[config.mk]
export PLATFORM = sky130hd
export DESIGN_NAME = snake_move_flat
export DESIGN_NICKNAME = d
export VERILOG_FILES = /design/src/rtl/snake_move_if.sv /design/src/rtl/snake_move.sv /design/src/flat_wrapper.sv
export SDC_FILE = /design/constraint.sdc
export NUM_CORES = 1
export LEC_CHECK = 0
export BUFFER_PORTS_ARGS = -buffer_cell sky130_fd_sc_hd__buf_2
export CORE_ASPECT_RATIO = 0.8
export CORE_MARGIN = 8
export CORE_UTILIZATION = 35
export CTS_CLUSTER_SIZE = 40
export DETAILED_ROUTE_END_ITERATION = 12
export PLACE_DENSITY = 0.52
export SLEW_MARGIN = 20
export SYNTH_ARGS = -nofsm -noshare
export SYNTH_HDL_FRONTEND = slang
export SYNTH_SLANG_ARGS = --single-unit
[constraint.sdc]
create_clock -name clk -period 12.4 [get_ports clk]
set_clock_uncertainty 0.05 [all_clocks]
set_input_delay 2.48 -clock clk [delete_from_list [all_inputs] [get_ports clk]]
set_output_delay 2.48 -clock clk [all_outputs]
set_load 0.005 [all_outputs]
[src/rtl/snake_move_if.sv]
// Bundles the snake_move control, status and renderer-query signals.
// Latency: none (wires only).
// Backpressure: none; every signal is a level or a one-cycle pulse.
// master: game controller / renderer side; slave: snake_move.
interface snake_move_if;
    logic       start;      // one-cycle (re)start pulse
    logic [1:0] dir_req;    // 00 up, 01 right, 10 down, 11 left
    logic       dir_valid;  // dir_req qualifier
    logic       eat;        // apple eaten pulse
    logic [6:0] query_x;    // renderer cell column
    logic [5:0] query_y;    // renderer cell row
    logic [6:0] head_x;     // registered head column
    logic [5:0] head_y;     // registered head row
    logic [4:0] length;     // active segment count
    logic       move_tick;  // pulse when the head takes a new value
    logic       running;    // high in RUN
    logic       game_over;  // high in OVER
    logic       body_on;    // query cell occupied, 1-cycle latency

    modport master (
        output start, dir_req, dir_valid, eat, query_x, query_y,
        input  head_x, head_y, length, move_tick, running, game_over, body_on
    );

    modport slave (
        input  start, dir_req, dir_valid, eat, query_x, query_y,
        output head_x, head_y, length, move_tick, running, game_over, body_on
    );
endinterface

[src/rtl/snake_move.sv]
// Snake position/motion: head steps one cell per game tick, body buffer, growth, collisions.
// Latency: head/move_tick update on the tick edge; body_on is one cycle after the query.
// Backpressure: none; inputs are pulses sampled every cycle, outputs are free-running.
// Ports: clk, reset_n (async, active low), bus (snake_move_if.slave: control in, head/status/query out).
module snake_move #(
    parameter int GRID_COLS = 64,
    parameter int GRID_ROWS = 48,
    parameter int TICK_DIV  = 4000000,
    parameter int MAX_LEN   = 16,
    parameter int INIT_LEN  = 3,
    parameter int START_X   = 14,
    parameter int START_Y   = 33
) (
    input  logic         clk,
    input  logic         reset_n,
    snake_move_if.slave  bus
);

    typedef enum logic [1:0] {ST_IDLE, ST_RUN, ST_OVER} state_t;

    localparam logic [1:0] DIR_UP    = 2'd0;
    localparam logic [1:0] DIR_RIGHT = 2'd1;
    localparam logic [1:0] DIR_DOWN  = 2'd2;
    localparam logic [1:0] DIR_LEFT  = 2'd3;
    localparam int CW = (TICK_DIV > 1) ? $clog2(TICK_DIV) : 1;

    // Initial body lies horizontally to the left of the start cell.
    function automatic logic [6:0] init_x(input int i);
        return 7'(START_X - i);
    endfunction

    state_t        state_q, state_d;
    logic [6:0]    seg_x_q [MAX_LEN];
    logic [6:0]    seg_x_d [MAX_LEN];
    logic [5:0]    seg_y_q [MAX_LEN];
    logic [5:0]    seg_y_d [MAX_LEN];
    logic [4:0]    length_q, length_d;
    logic [1:0]    dir_q, dir_d;
    logic [1:0]    pending_dir_q, pending_dir_d;
    logic          grow_pending_q, grow_pending_d;
    logic [CW-1:0] cnt_q, cnt_d;
    logic          move_tick_q, move_tick_d;
    logic          body_on_q, body_on_d;

    // Next-head candidate, one bit wider so 0-1 lands far out of range.
    logic [7:0]    next_x;
    logic [6:0]    next_y;
    logic          wall_hit;
    logic          self_hit;
    logic          grow_eff;
    logic [4:0]    check_lim;
    logic          tick_done;

    always_comb begin
        next_x = {1'b0, seg_x_q[0]};
        next_y = {1'b0, seg_y_q[0]};
        case (pending_dir_q)
            DIR_UP:    next_y = {1'b0, seg_y_q[0]} - 7'd1;
            DIR_RIGHT: next_x = {1'b0, seg_x_q[0]} + 8'd1;
            DIR_DOWN:  next_y = {1'b0, seg_y_q[0]} + 7'd1;
            default:   next_x = {1'b0, seg_x_q[0]} - 8'd1;
        endcase
        wall_hit = (next_x >= 8'(GRID_COLS)) || (next_y >= 7'(GRID_ROWS));

        // Growth only counts if there is room; otherwise the tail still vacates.
        grow_eff  = (grow_pending_q || bus.eat) && (length_q < 5'(MAX_LEN));
        check_lim = grow_eff ? length_q : (length_q - 5'd1);
        self_hit  = 1'b0;
        for (int i = 1; i < MAX_LEN; i++) begin
            if ((5'(i) < check_lim) &&
                (seg_x_q[i] == next_x[6:0]) && (seg_y_q[i] == next_y[5:0])) begin
                self_hit = 1'b1;
            end
        end

        tick_done = (cnt_q == CW'(TICK_DIV - 1));
    end

    always_comb begin
        state_d        = state_q;
        seg_x_d        = seg_x_q;
        seg_y_d        = seg_y_q;
        length_d       = length_q;
        dir_d          = dir_q;
        pending_dir_d  = pending_dir_q;
        grow_pending_d = grow_pending_q;
        cnt_d          = cnt_q;
        move_tick_d    = 1'b0;

        // Reverse of the current heading differs only in bit 1.
        if (bus.dir_valid && (bus.dir_req != (dir_q ^ 2'b10))) begin
            pending_dir_d = bus.dir_req;
        end

        case (state_q)
            ST_RUN: begin
                if (bus.eat) begin
                    grow_pending_d = 1'b1;
                end
                if (tick_done) begin
                    cnt_d = '0;
                    if (wall_hit || self_hit) begin
                        state_d = ST_OVER;
                    end else begin
                        for (int i = 1; i < MAX_LEN; i++) begin
                            seg_x_d[i] = seg_x_q[i-1];
                            seg_y_d[i] = seg_y_q[i-1];
                        end
                        seg_x_d[0]     = next_x[6:0];
                        seg_y_d[0]     = next_y[5:0];
                        move_tick_d    = 1'b1;
                        dir_d          = pending_dir_q;
                        grow_pending_d = 1'b0;
                        if (grow_eff) begin
                            length_d = length_q + 5'd1;
                        end
                    end
                end else begin
                    cnt_d = cnt_q + CW'(1);
                end
            end
            default: begin
                // IDLE and OVER: a start pulse reinitialises everything.
                if (bus.start) begin
                    state_d = ST_RUN;
                    for (int i = 0; i < MAX_LEN; i++) begin
                        seg_x_d[i] = init_x(i);
                        seg_y_d[i] = 6'(START_Y);
                    end
                    length_d       = 5'(INIT_LEN);
                    dir_d          = DIR_RIGHT;
                    pending_dir_d  = DIR_RIGHT;
                    grow_pending_d = 1'b0;
                    cnt_d          = '0;
                end
            end
        endcase
    end

    // Renderer lookup against the current (possibly frozen) body.
    always_comb begin
        body_on_d = 1'b0;
        for (int i = 0; i < MAX_LEN; i++) begin
            if ((5'(i) < length_q) &&
                (seg_x_q[i] == bus.query_x) && (seg_y_q[i] == bus.query_y)) begin
                body_on_d = 1'b1;
            end
        end
    end

    always_ff @(posedge clk or negedge reset_n) begin
        if (!reset_n) begin
            state_q        <= ST_IDLE;
            for (int i = 0; i < MAX_LEN; i++) begin
                seg_x_q[i] <= init_x(i);
                seg_y_q[i] <= 6'(START_Y);
            end
            length_q       <= 5'(INIT_LEN);
            dir_q          <= DIR_RIGHT;
            pending_dir_q  <= DIR_RIGHT;
            grow_pending_q <= 1'b0;
            cnt_q          <= '0;
            move_tick_q    <= 1'b0;
            body_on_q      <= 1'b0;
        end else begin
            state_q        <= state_d;
            seg_x_q        <= seg_x_d;
            seg_y_q        <= seg_y_d;
            length_q       <= length_d;
            dir_q          <= dir_d;
            pending_dir_q  <= pending_dir_d;
            grow_pending_q <= grow_pending_d;
            cnt_q          <= cnt_d;
            move_tick_q    <= move_tick_d;
            body_on_q      <= body_on_d;
        end
    end

    assign bus.head_x    = seg_x_q[0];
    assign bus.head_y    = seg_y_q[0];
    assign bus.length    = length_q;
    assign bus.move_tick = move_tick_q;
    assign bus.running   = (state_q == ST_RUN);
    assign bus.game_over = (state_q == ST_OVER);
    assign bus.body_on   = body_on_q;

endmodule

[src/flat_wrapper.sv]
// flat-port wrapper written by rule: the top's interface ports become plain ports
module snake_move_flat 
#(
    parameter int GRID_COLS = 64,
    parameter int GRID_ROWS = 48,
    parameter int TICK_DIV  = 4000000,
    parameter int MAX_LEN   = 16,
    parameter int INIT_LEN  = 3,
    parameter int START_X   = 14,
    parameter int START_Y   = 33
)
  (clk, reset_n, bus_start, bus_dir_req, bus_dir_valid, bus_eat, bus_query_x, bus_query_y, bus_head_x, bus_head_y, bus_length, bus_move_tick, bus_running, bus_game_over, bus_body_on);
  snake_move_if bus_i ();
  input  logic clk;
  input  logic reset_n;
  input wire logic [$bits(bus_i.start)-1:0] bus_start;
  input wire logic [$bits(bus_i.dir_req)-1:0] bus_dir_req;
  input wire logic [$bits(bus_i.dir_valid)-1:0] bus_dir_valid;
  input wire logic [$bits(bus_i.eat)-1:0] bus_eat;
  input wire logic [$bits(bus_i.query_x)-1:0] bus_query_x;
  input wire logic [$bits(bus_i.query_y)-1:0] bus_query_y;
  output wire logic [$bits(bus_i.head_x)-1:0] bus_head_x;
  output wire logic [$bits(bus_i.head_y)-1:0] bus_head_y;
  output wire logic [$bits(bus_i.length)-1:0] bus_length;
  output wire logic [$bits(bus_i.move_tick)-1:0] bus_move_tick;
  output wire logic [$bits(bus_i.running)-1:0] bus_running;
  output wire logic [$bits(bus_i.game_over)-1:0] bus_game_over;
  output wire logic [$bits(bus_i.body_on)-1:0] bus_body_on;
  assign bus_i.start = bus_start;
  assign bus_i.dir_req = bus_dir_req;
  assign bus_i.dir_valid = bus_dir_valid;
  assign bus_i.eat = bus_eat;
  assign bus_i.query_x = bus_query_x;
  assign bus_i.query_y = bus_query_y;
  assign bus_head_x = bus_i.head_x;
  assign bus_head_y = bus_i.head_y;
  assign bus_length = bus_i.length;
  assign bus_move_tick = bus_i.move_tick;
  assign bus_running = bus_i.running;
  assign bus_game_over = bus_i.game_over;
  assign bus_body_on = bus_i.body_on;
  snake_move #(.GRID_COLS(GRID_COLS), .GRID_ROWS(GRID_ROWS), .TICK_DIV(TICK_DIV), .MAX_LEN(MAX_LEN), .INIT_LEN(INIT_LEN), .START_X(START_X), .START_Y(START_Y)) u_core (.clk(clk), .reset_n(reset_n), .bus(bus_i));
endmodule
# Word-level counts from Yosys, hierarchy flattened

Index checks and enable logic that the tools add are counted.

Word-level logic and storage cells: 295
Output and inout port bits: 22
Register bits after elaboration: 244
Bits of input ports: 20

Mux-type cells: 68
Bitwise gates (word level): 1
Reductions and logical operators: 73
Order comparisons: 34
Equal/unequal tests: 72
Add/sub/neg operators: 7

Operators by type and width:

| kind                                                                                | count |
|---|---|
| 112-bit two-way mux                                                                 | 4 |
| 96-bit two-way mux                                                                  | 4 |
| 7-bit == test                                                                       | 31 |
| 6-bit == test                                                                       | 31 |
| 4-bit by 5-bit less-than comparator with 1-bit output, first input constant         | 16 |
| 22-bit two-way mux                                                                  | 3 |
| 1-bit logical AND                                                                   | 64 |
| 3-bit by 5-bit less-than comparator with 1-bit output, first input constant         | 8 |
| 1-bit two-way mux                                                                   | 39 |
| 5-bit two-way mux                                                                   | 6 |
| 22-bit by 1-bit adder with 22-bit output, second input constant                     | 1 |
| 22-bit == test, second input constant                                               | 1 |
| 2-bit by 5-bit less-than comparator with 1-bit output, first input constant         | 4 |
| 2-bit two-way mux                                                                   | 10 |
| 8-bit case mux with 2 select lines                                                  | 1 |
| 1-bit by 5-bit less-than comparator with 1-bit output, first input constant         | 3 |
| 7-bit case mux with 2 select lines                                                  | 1 |
| 7-bit by 1-bit adder with 8-bit output, second input constant                       | 1 |
| 8-bit by 7-bit greater-or-equal comparator with 1-bit output, second input constant | 1 |
| 7-bit by 1-bit subtractor with 8-bit output, second input constant                  | 1 |
| 6-bit by 1-bit adder with 7-bit output, second input constant                       | 1 |
| 7-bit by 6-bit greater-or-equal comparator with 1-bit output, second input constant | 1 |
| 6-bit by 1-bit subtractor with 7-bit output, second input constant                  | 1 |
| 2-bit by 1-bit inequality test with 1-bit output, second input constant             | 3 |
| 14 further kinds                                                                    | 19 |

# Longest topological paths before layout

Gate-level depths: netlist of run 1.

Depth in word-level cells: 25
Gate-level depth with buffers: 24
Depth with buffers taken out: 16

# Least setup slack after synthesis of run 1

Ideal clock, no wire load.

Kind: input to register
Start point: in bus_eat
End point: reg u_core.seg_y_q (netlist bit u_core.bus.head_y[2])
Slack: 7.072 ns
Path buffers: 5
Arrival time: 5.157 ns
Stages: 17
Required time: 12.229 ns
Setup time: 0.121 ns
Cell sequence: o21ba_2 -> buf_2 -> or3_1 -> and3_1 -> buf_2 -> nand2b_1 -> o31a_1 -> nand4_1 -> or4_1 -> nand4_1 -> nor3_4 -> nand2b_2 -> buf_6 -> inv_2 -> buf_6 -> buf_6 -> a22o_1

Cells in the longest elaborated chain, start to end: 24
Elaborated cells on any way between the ends: 66
Those cells by class: order compare (15); eq/ne (1); mux (16); reduce/logical (34)

RTL lines:

| what                                                  | RTL line           | RTL |
|---|---|---|
| start, declared                                       | flat_wrapper.sv:19 | `input wire logic [$bits(bus_i.eat)-1:0] bus_eat;` |
| 1-bit logical OR *                                    | snake_move.sv:66   | `grow_eff = (grow_pending_q \|\| bus.eat) && (length_q < 5'(MAX_LEN));` |
| 1-bit logical AND *                                   | snake_move.sv:66   |  |
| 5-bit two-way mux *                                   | snake_move.sv:67   | `check_lim = grow_eff ? length_q : (length_q - 5'd1);` |
| 1-bit by 5-bit less-than comparator with 1-bit output | snake_move.sv:70   | `if ((5'(i) < check_lim) &&` |
| 1-bit logical AND                                     | snake_move.sv:70   |  |
| 1-bit logical AND                                     | snake_move.sv:71   | `(seg_x_q[i] == next_x[6:0]) && (seg_y_q[i] == next_y[5:0])) begin` |
| 1-bit two-way mux (14 in series)                      | snake_move.sv:70   |  |
| 1-bit two-way mux *                                   | snake_move.sv:70   |  |
| 1-bit logical OR *                                    | snake_move.sv:102  | `if (wall_hit \|\| self_hit) begin` |
| 2-bit inequality test (no source line) *              | -                  |  |
| 3-bit AND reduction (no source line) *                | -                  |  |
| end signal, assigned by index                         | snake_move.sv:156  | `seg_y_q[i] <= 6'(START_Y);` |
| end signal, assigned                                  | snake_move.sv:168  | `seg_y_q <= seg_y_d;` |
| end, declared                                         | snake_move.sv:35   | `logic [5:0] seg_y_q [MAX_LEN];` |

Every way passes the cells marked *; elsewhere a longest branch is shown, timed or not.
A chain may end at the register's enable or synchronous reset.

# Worst setup path after layout of run 1

Start point: reg u_core.pending_dir_q[0]
End point: reg u_core.seg_y_q[40] (netlist name)

Cells in the longest elaborated chain, start to end: 24
Elaborated cells on any way between the ends: 87
Those cells by class: order compare (2); eq/ne (33); mux (17); reduce/logical (35)

RTL lines:

| what                                               | RTL line          | RTL |
|---|---|---|
| start, declared                                    | snake_move.sv:39  | `logic [1:0] pending_dir_q, pending_dir_d;` |
| start signal, assigned                             | snake_move.sv:171 | `pending_dir_q <= pending_dir_d;` |
| 2-bit == test or 2-bit logical NOT (tied branches) | snake_move.sv:57  | `case (pending_dir_q)` |
| 2-bit OR reduction (no source line)                | -                 |  |
| 8-bit case mux with 2 select lines                 | snake_move.sv:57  |  |
| 7-bit == test                                      | snake_move.sv:71  |  |
| 1-bit logical AND                                  | snake_move.sv:70  |  |
| 1-bit logical AND                                  | snake_move.sv:71  |  |
| 1-bit two-way mux (15 in series)                   | snake_move.sv:70  |  |
| 1-bit logical OR *                                 | snake_move.sv:102 |  |
| 2-bit inequality test (no source line) *           | -                 |  |
| 3-bit AND reduction (no source line) *             | -                 |  |

Marked as above.

==> flow_metrics.py, run 1 <==
metrics = {
    "yosys": {
        "postSynth.asyncResetShare_pct": 100.0,
        "synth-edff-count": 0,
        "syn_area_per_cell_um2": 9.705,
        "netlist_area_mm2": 0.01708,
        "synthCells": 1760,
        "synth_cell_types": 87,
        "synthFlopType": "dfrtp_1",
        "ys_warn_count": 0,
        "syn_nets": 1798,
        "yosysSeqAreaShare_pct": 36.27,
        "synth-seq-cells": 244,
    },
    "cts": {
        "clock_sinks": 244,
        "post-cts-setup-buffers": 0,
        "cts-root-buf": "clkbuf_16",
        "cts_resized": 0,
        "cts_inserted_buffers": 29,
        "cts_tree": "done",
        "clk_pin_slew_ps": 60,
        "clock_latency_ps": 580,
        "clk_path_buf_depth": 3,
        "hold_buffers": 0,
        "htreeDepth": 1,
    },
    "timing": {
        "final_hold_viol_count": 0,
        "post-route-period-util_pct": 65.11,
        "slew_viol_final": 0,
        "rsz0062_at_grt": "no",
        "layout_min_cycle_time_ps": 8073,
        "tightest_slew_ps": 1178,
        "slew_headroom_pct": 20.89,
        "setup_tns_ps": 0,
        "finalSetupViolations": 0,
        "clock.fmax_mhz": 123.9,
    },
    "critical_path": {
        "arrival_ps": 8530,
        "cp-end-kind": "flip-flop",
        "worstPathRequired_ps": 12860,
        "worstSetupPathType": "flip-flop to flip-flop",
        "start_kind": "flip-flop",
        "worstPathMaxFanout": 80,
    },
    "finish": {
        "drive_gt1_share_pct": 13.17,
        "finalCoreUtilization_pct": 37.85,
        "register_area_mm2": 0.006195,
        "final_cells": 2308,
        "num-nets-final": 1693,
        "area_growth_pct": 6.988,
        "multi_input_area_mm2": 0.009799,
        "num-fill-cells": 4815,
    },
    "route": {
        "num_vias": 14270,
        "routed_via_density": 6.182,
        "dr.pass1.iters": 5,
        "drc": 0,
        "drtAntennaViolNets": 0,
        "routed_wl_mm": 68.52,
        "wl_per_cell_um": 29.69,
        "drt_iter0_markers": 1739,
    },
    "global_routing": {
        "antenna_found_initial": 2,
        "grt_pass1_vias": 13370,
        "grt_usage_pct": 23.64,
        "grt_overflow": 0,
        "grt_max_degree": 100,
        "grt_pass1_wl_mm": 98.80,
    },
    "die": {
        "die_h_um": 213.6,
        "core-area_mm2": 0.04829,
        "rows": 72,
        "fp.dieArea_mm2": 0.05617,
        "die_width_um": 263.0,
        "initial_core_util_pct": 35.38,
        "io_pins": 42,
    },
    "placement": {
        "place.gp.congestion": 1.019,
        "portBuffers": 41,
        "hpwl_mm": 47.40,
        "dp_cells": 2253,
    },
    "outcome": {
        "status": "complete, no violations",
    },
    "power": {
        "power_density_mw_per_mm2": 144.4,
        "p_leak_nw": 7.339,
        "ir_drop_mv": 0.08668,
    },
    "hold_path": {
        "hold_path_class": "flip-flop to flip-flop",
    },
    "job": {
        "drv_cap": 0,
    },
}
[stage by stage]
| step | worst slack (ps) | power (W) | instance area (um2) | hold slack (ps) |
|---|---|---|---|---|
| global placement | 4471 | 0.001710 | 17260 | 432.2 |
| global route | 3938 | 0.002736 | 18270 | 474.1 |
| finish | 4327 | 0.002639 | 18280 | 447.9 |
| CTS | 4349 | 0.002627 | 18270 | 452.8 |
| detailed placement | 4353 | 0.001711 | 17260 | 444.6 |
| floorplan | 7072 | 0.001454 | 17080 | 400.4 |
[worst paths after layout]
kind                                          from                    to  slack, ps  depth (start not counted)
min                               u_core.cnt_q[21]      u_core.cnt_q[21]        450                          1
max in group asynchronous                  reset_n    u_core.seg_x_q[32]       8870                          2
min in group asynchronous                  reset_n  u_core.bus.move_tick       1920                          1
max                        u_core.pending_dir_q[0]    u_core.seg_y_q[40]       4330                         20
min reg2reg                       u_core.cnt_q[21]      u_core.cnt_q[21]        450                          1
max reg2reg                u_core.pending_dir_q[0]    u_core.seg_y_q[40]       4330                         20
[cells in the mapped netlist, types with 44 or more instances]
| cell type | instances | area share, % |
|---|---|---|
| buf_2 | 44 | 1.3 |
| o21ai_0 | 54 | 1.6 |
| dfrtp_1 | 173 | 25 |
| nand2_1 | 70 | 1.5 |
| nor4_1 | 47 | 1.7 |
| xnor2_1 | 225 | 12 |
| o22a_1 | 62 | 3.2 |
| xor2_1 | 224 | 11 |
| nor3_1 | 46 | 1.3 |
| dfstp_2 | 71 | 11 |
| a22o_1 | 138 | 7.1 |
| nand4_1 | 61 | 2.2 |
| clkbuf_1 | 94 | 2.1 |
[critical path, cell delays in order, from the launching register on]
cell and delay, ps:
dfstp_2 510, buf_4 650, inv_2 40, buf_4 310, nand2_1 260, inv_1 80
fa_1 400, xnor2_1 940, mux2_2 710, xor2_1 210, a2111oi_0 120, o211ai_1 140
o32ai_1 120, nor4_1 310, nand4_1 190, nor3_4 670, nand2b_2 90, buf_4 290
inv_4 630, buf_4 820, a22o_1 270
[registers in the layout (all words and copies together) (netlist names)]
register               flops
u_core.pending_dir_q       2
u_core.bus.move_tick       1
u_core.bus.head_y          6
u_core.state_q             2
u_core.dir_q               2
u_core.bus.body_on         1
u_core.seg_y_q            90
u_core.seg_x_q           105
u_core.bus.length          5
u_core.cnt_q              22
u_core.bus.head_x          7
u_core.grow_pending_q      1
[per-layer routing]
metal | part of all wire (%) | vias to the layer above | GRT usage [%]
li1 | - | 6131 | -
met1 | 47 | 7262 | 35.98
met2 | 39 | 775 | 32.50
met3 | 11 | 99 | 6.143
met4 | 2.6 | 2 | 6.000
met5 | 0.019 | - | 0
[cells by family after synthesis]
family	synth area share, %
compound gates	19.64
xor+xnor	23.12
fa+ha+maj	1.406
buf+inv	6.475
flops	36.27
mux	0.9083
simple gates	12.19
[area by class of cell]
cell class,count,area share (%)
antenna,1,0.01369
clock buffer,40,4.526
clock inverter,14,1.006
inverter,18,0.3834
multi-input combinational,1295,53.62
sequential,244,33.90
tap,629,4.306
timing repair buffer,67,2.246
[power breakdown]
group / switching [W] / internal [W] / leakage (nW)
registers: 0.0000844 / 0.000865 / 3.11
clock network: 0.000364 / 0.000548 / 0.488
logic: 0.000500 / 0.000278 / 3.74
[cell usage in the layout (no fill, tap or decap), types with 15 or more instances in the layout]
cell type / netlist / final
a31oi_1: 29 / 29
xor2_1: 224 / 224
buf_2: 44 / 40
nor3_1: 46 / 46
clkbuf_16: 0 / 29
a21oi_1: 42 / 41
ha_1: 16 / 16
buf_4: 21 / 26
o22a_1: 62 / 62
nor4_1: 47 / 47
o21ai_0: 54 / 54
nand3_1: 26 / 26
dfstp_2: 71 / 71
nand4_1: 61 / 61
dfrtp_1: 173 / 173
nand2_1: 70 / 69
and3_1: 20 / 20
a22o_1: 138 / 138
xnor2_1: 225 / 225
inv_1: 15 / 15
nor2_1: 39 / 39
No activity file was read; power rests on OpenSTA's default activity.
==> run 2, diff against run 1 <==
==> constraint.sdc (replaced) <==
create_clock -name clk -period 7.5 [get_ports clk]
set_clock_uncertainty 0.05 [all_clocks]
set_input_delay 1.5 -clock clk [delete_from_list [all_inputs] [get_ports clk]]
set_output_delay 1.5 -clock clk [all_outputs]
set_load 0.005 [all_outputs]
==> run 2 against run 1 <==
Hold slack gained 5.5 ps. Sequential share of layout area shrank 0.36 points. Clock power grew 71%. Fmax grew 30%. Non-clock buffer count grew 13. Critical path depth shrank 3. Sequential cell count is the same. Register-to-register slack lost 3100 ps. Die area is the same. Worst setup slack lost 3100 ps. First-iteration DRC count grew 4.7%. Design area grew 1.1%. Critical endpoint is now u_core.seg_x_q[49].
==> flow_metrics.py, run 2 (synthesis gave the netlist of run 1 again) <==
metrics = {
    "finish": {
        "final_cells": 2318,
        "finalCoreUtilization_pct": 38.25,
        "largest_register_ffs": 105,
        "final_cell_mix": "xnor2_1 (225), xor2_1 (224), dfrtp_1 (173)",
        "insertedDiodeCount": 0,
        "drive_gt1_share_pct": 13.85,
        "area_growth_pct": 8.131,
        "layout_commonest_cell": "xnor2_1",
        "design_area_mm2": 0.01847,
        "num-nets-final": 1705,
        "largest_register": "u_core.seg_x_q",
        "top_regs": "u_core.seg_x_q: 105 flops, u_core.seg_y_q: 90 flops, u_core.cnt_q: 22 flops",
    },
    "critical_path": {
        "worstPathMaxFanout": 120,
        "worstPathRequired_ps": 7960,
        "slowest_stage": "ha_1",
        "arrival_ps": 6690,
        "worstSetupPathType": "flip-flop to flip-flop",
        "critPathTopFamily": "compound AO/OA/AOI/OAI gates",
        "start_kind": "flip-flop",
        "path_cells": "nand2b_1 > ha_1 > o211a_1 > o31ai_2 > buf_4 > o22ai_1 > a2111oi_0 > nand4_1 > o32ai_1 > nor4_1 > buf_4 > nand4_1 > nor3_4 > buf_4 > o21ai_4 > buf_12 > a22o_1",
        "cp-end-kind": "flip-flop",
        "r2r_start": "u_core.pending_dir_q[1]",
        "crit_start": "u_core.pending_dir_q[1]",
        "slowest_delay_ps": 830,
        "cp_common_cell": "buf_4",
        "path_buf_inv": 4,
    },
    "hold_path": {
        "hold_path_class": "flip-flop to flip-flop",
        "hold_start": "u_core.cnt_q[18]",
    },
    "die": {
        "io_pins": 42,
        "rows": 72,
        "die_width_um": 263.0,
        "initial_core_util_pct": 35.38,
        "core-area_mm2": 0.04829,
        "fp.dieArea_mm2": 0.05617,
        "die_h_um": 213.6,
    },
    "timing": {
        "slew_viol_final": 0,
        "clock.fmax_mhz": 160.6,
        "post-route-period-util_pct": 83.02,
        "finalSetupViolations": 0,
        "rsz0062_at_grt": "no",
        "final_hold_viol_count": 0,
        "tightest_slew_ps": 1170,
        "slew_headroom_pct": 21.84,
        "setup_tns_ps": 0,
        "layout_min_cycle_time_ps": 6226,
    },
    "route": {
        "num_vias": 14430,
        "drc": 0,
        "routed_wl_mm": 65.53,
        "wl_per_cell_um": 28.27,
        "dr.pass1.iters": 6,
        "drt_iter0_markers": 1821,
        "drtAntennaViolNets": 0,
        "routed_via_density": 6.223,
    },
    "cts": {
        "cts_resized": 0,
        "clock_sinks": 244,
        "cts_inserted_buffers": 28,
        "hold_buffers": 0,
        "post-cts-setup-buffers": 0,
        "clk_path_buf_depth": 3,
        "htreeDepth": 1,
        "cts_tree": "done",
        "clock_latency_ps": 590,
        "cts-root-buf": "clkbuf_16",
        "clk_pin_slew_ps": 70,
    },
    "placement": {
        "hpwl_mm": 43.58,
        "dp_cells": 2266,
        "portBuffers": 41,
        "place.gp.congestion": 1.032,
        "placed_area_mm2": 0.01743,
    },
    "global_routing": {
        "antenna_found_initial": 1,
        "grt_usage_pct": 22.72,
        "grt_overflow": 0,
        "grt_pass1_wl_mm": 96.95,
        "grt_pass1_vias": 13720,
        "grt_max_degree": 136,
    },
    "power": {
        "power_density_mw_per_mm2": 240.0,
        "ir_drop_mv": 0.1355,
        "p_leak_nw": 7.441,
    },
    "outcome": {
        "status": "complete, no violations",
    },
    "job": {
        "drv_cap": 0,
    },
}
[run 2: cell count changes in the layout (fill, tap and decap cells not counted), moves of 2 or more]
cell       before  now
buf_12          0    5
buf_4          26   34
bufinv_16       4    6
clkbuf_1        5    2
clkinv_4        0    3
[run 2: layout make-up]
cell class	count	area, um2
Fill cell	4782	29820
Multi-Input combinational cell	1295	9806
Sequential cell	244	6195
Tap cell	629	787.0
Clock buffer	35	777.0
Timing Repair Buffer	80	570.5
Clock inverter	17	265.3
Inverter	18	70.07
[run 2: layer usage]
metal  track usage (%)  part of all wire (%)  vias to the layer above
met2             32.90                    42                      788
li1                  -                     -                     6165
met1             33.39                    45                     7344
met5                 0                 0.018                        -
met4             6.571                   3.0                        2
met3             5.226                    11                      126
[run 2: final timing paths]
kind	to	slack, ps	depth (start not counted)
max reg2reg	u_core.seg_x_q[49]	1270	17
max in group asynchronous	u_core.seg_y_q[34]	5200	2
min	u_core.cnt_q[18]	450	1
min reg2reg	u_core.cnt_q[18]	450	1
min in group asynchronous	u_core.bus.move_tick	900	1
max	u_core.seg_x_q[49]	1270	17
[run 2: metrics by stage]
step	power, W	hold slack (ps)	setup slack, ps
finish	0.004432	453.4	1274
global route	0.004603	474.1	1154
CTS	0.004433	453.8	1459
detailed placement	0.002851	441.4	1534
global placement	0.002843	436.0	1562
floorplan	0.002403	400.4	2658
[run 2: report_power, final]
| part | leakage (nW) | total, W | internal [W] | switching [W] |
|---|---|---|---|---|
| clock | 0.503 | 0.00156 | 0.000944 | 0.000620 |
| combinational | 3.82 | 0.00130 | 0.000487 | 0.000817 |
| sequential | 3.11 | 0.00157 | 0.00143 | 0.000136 |
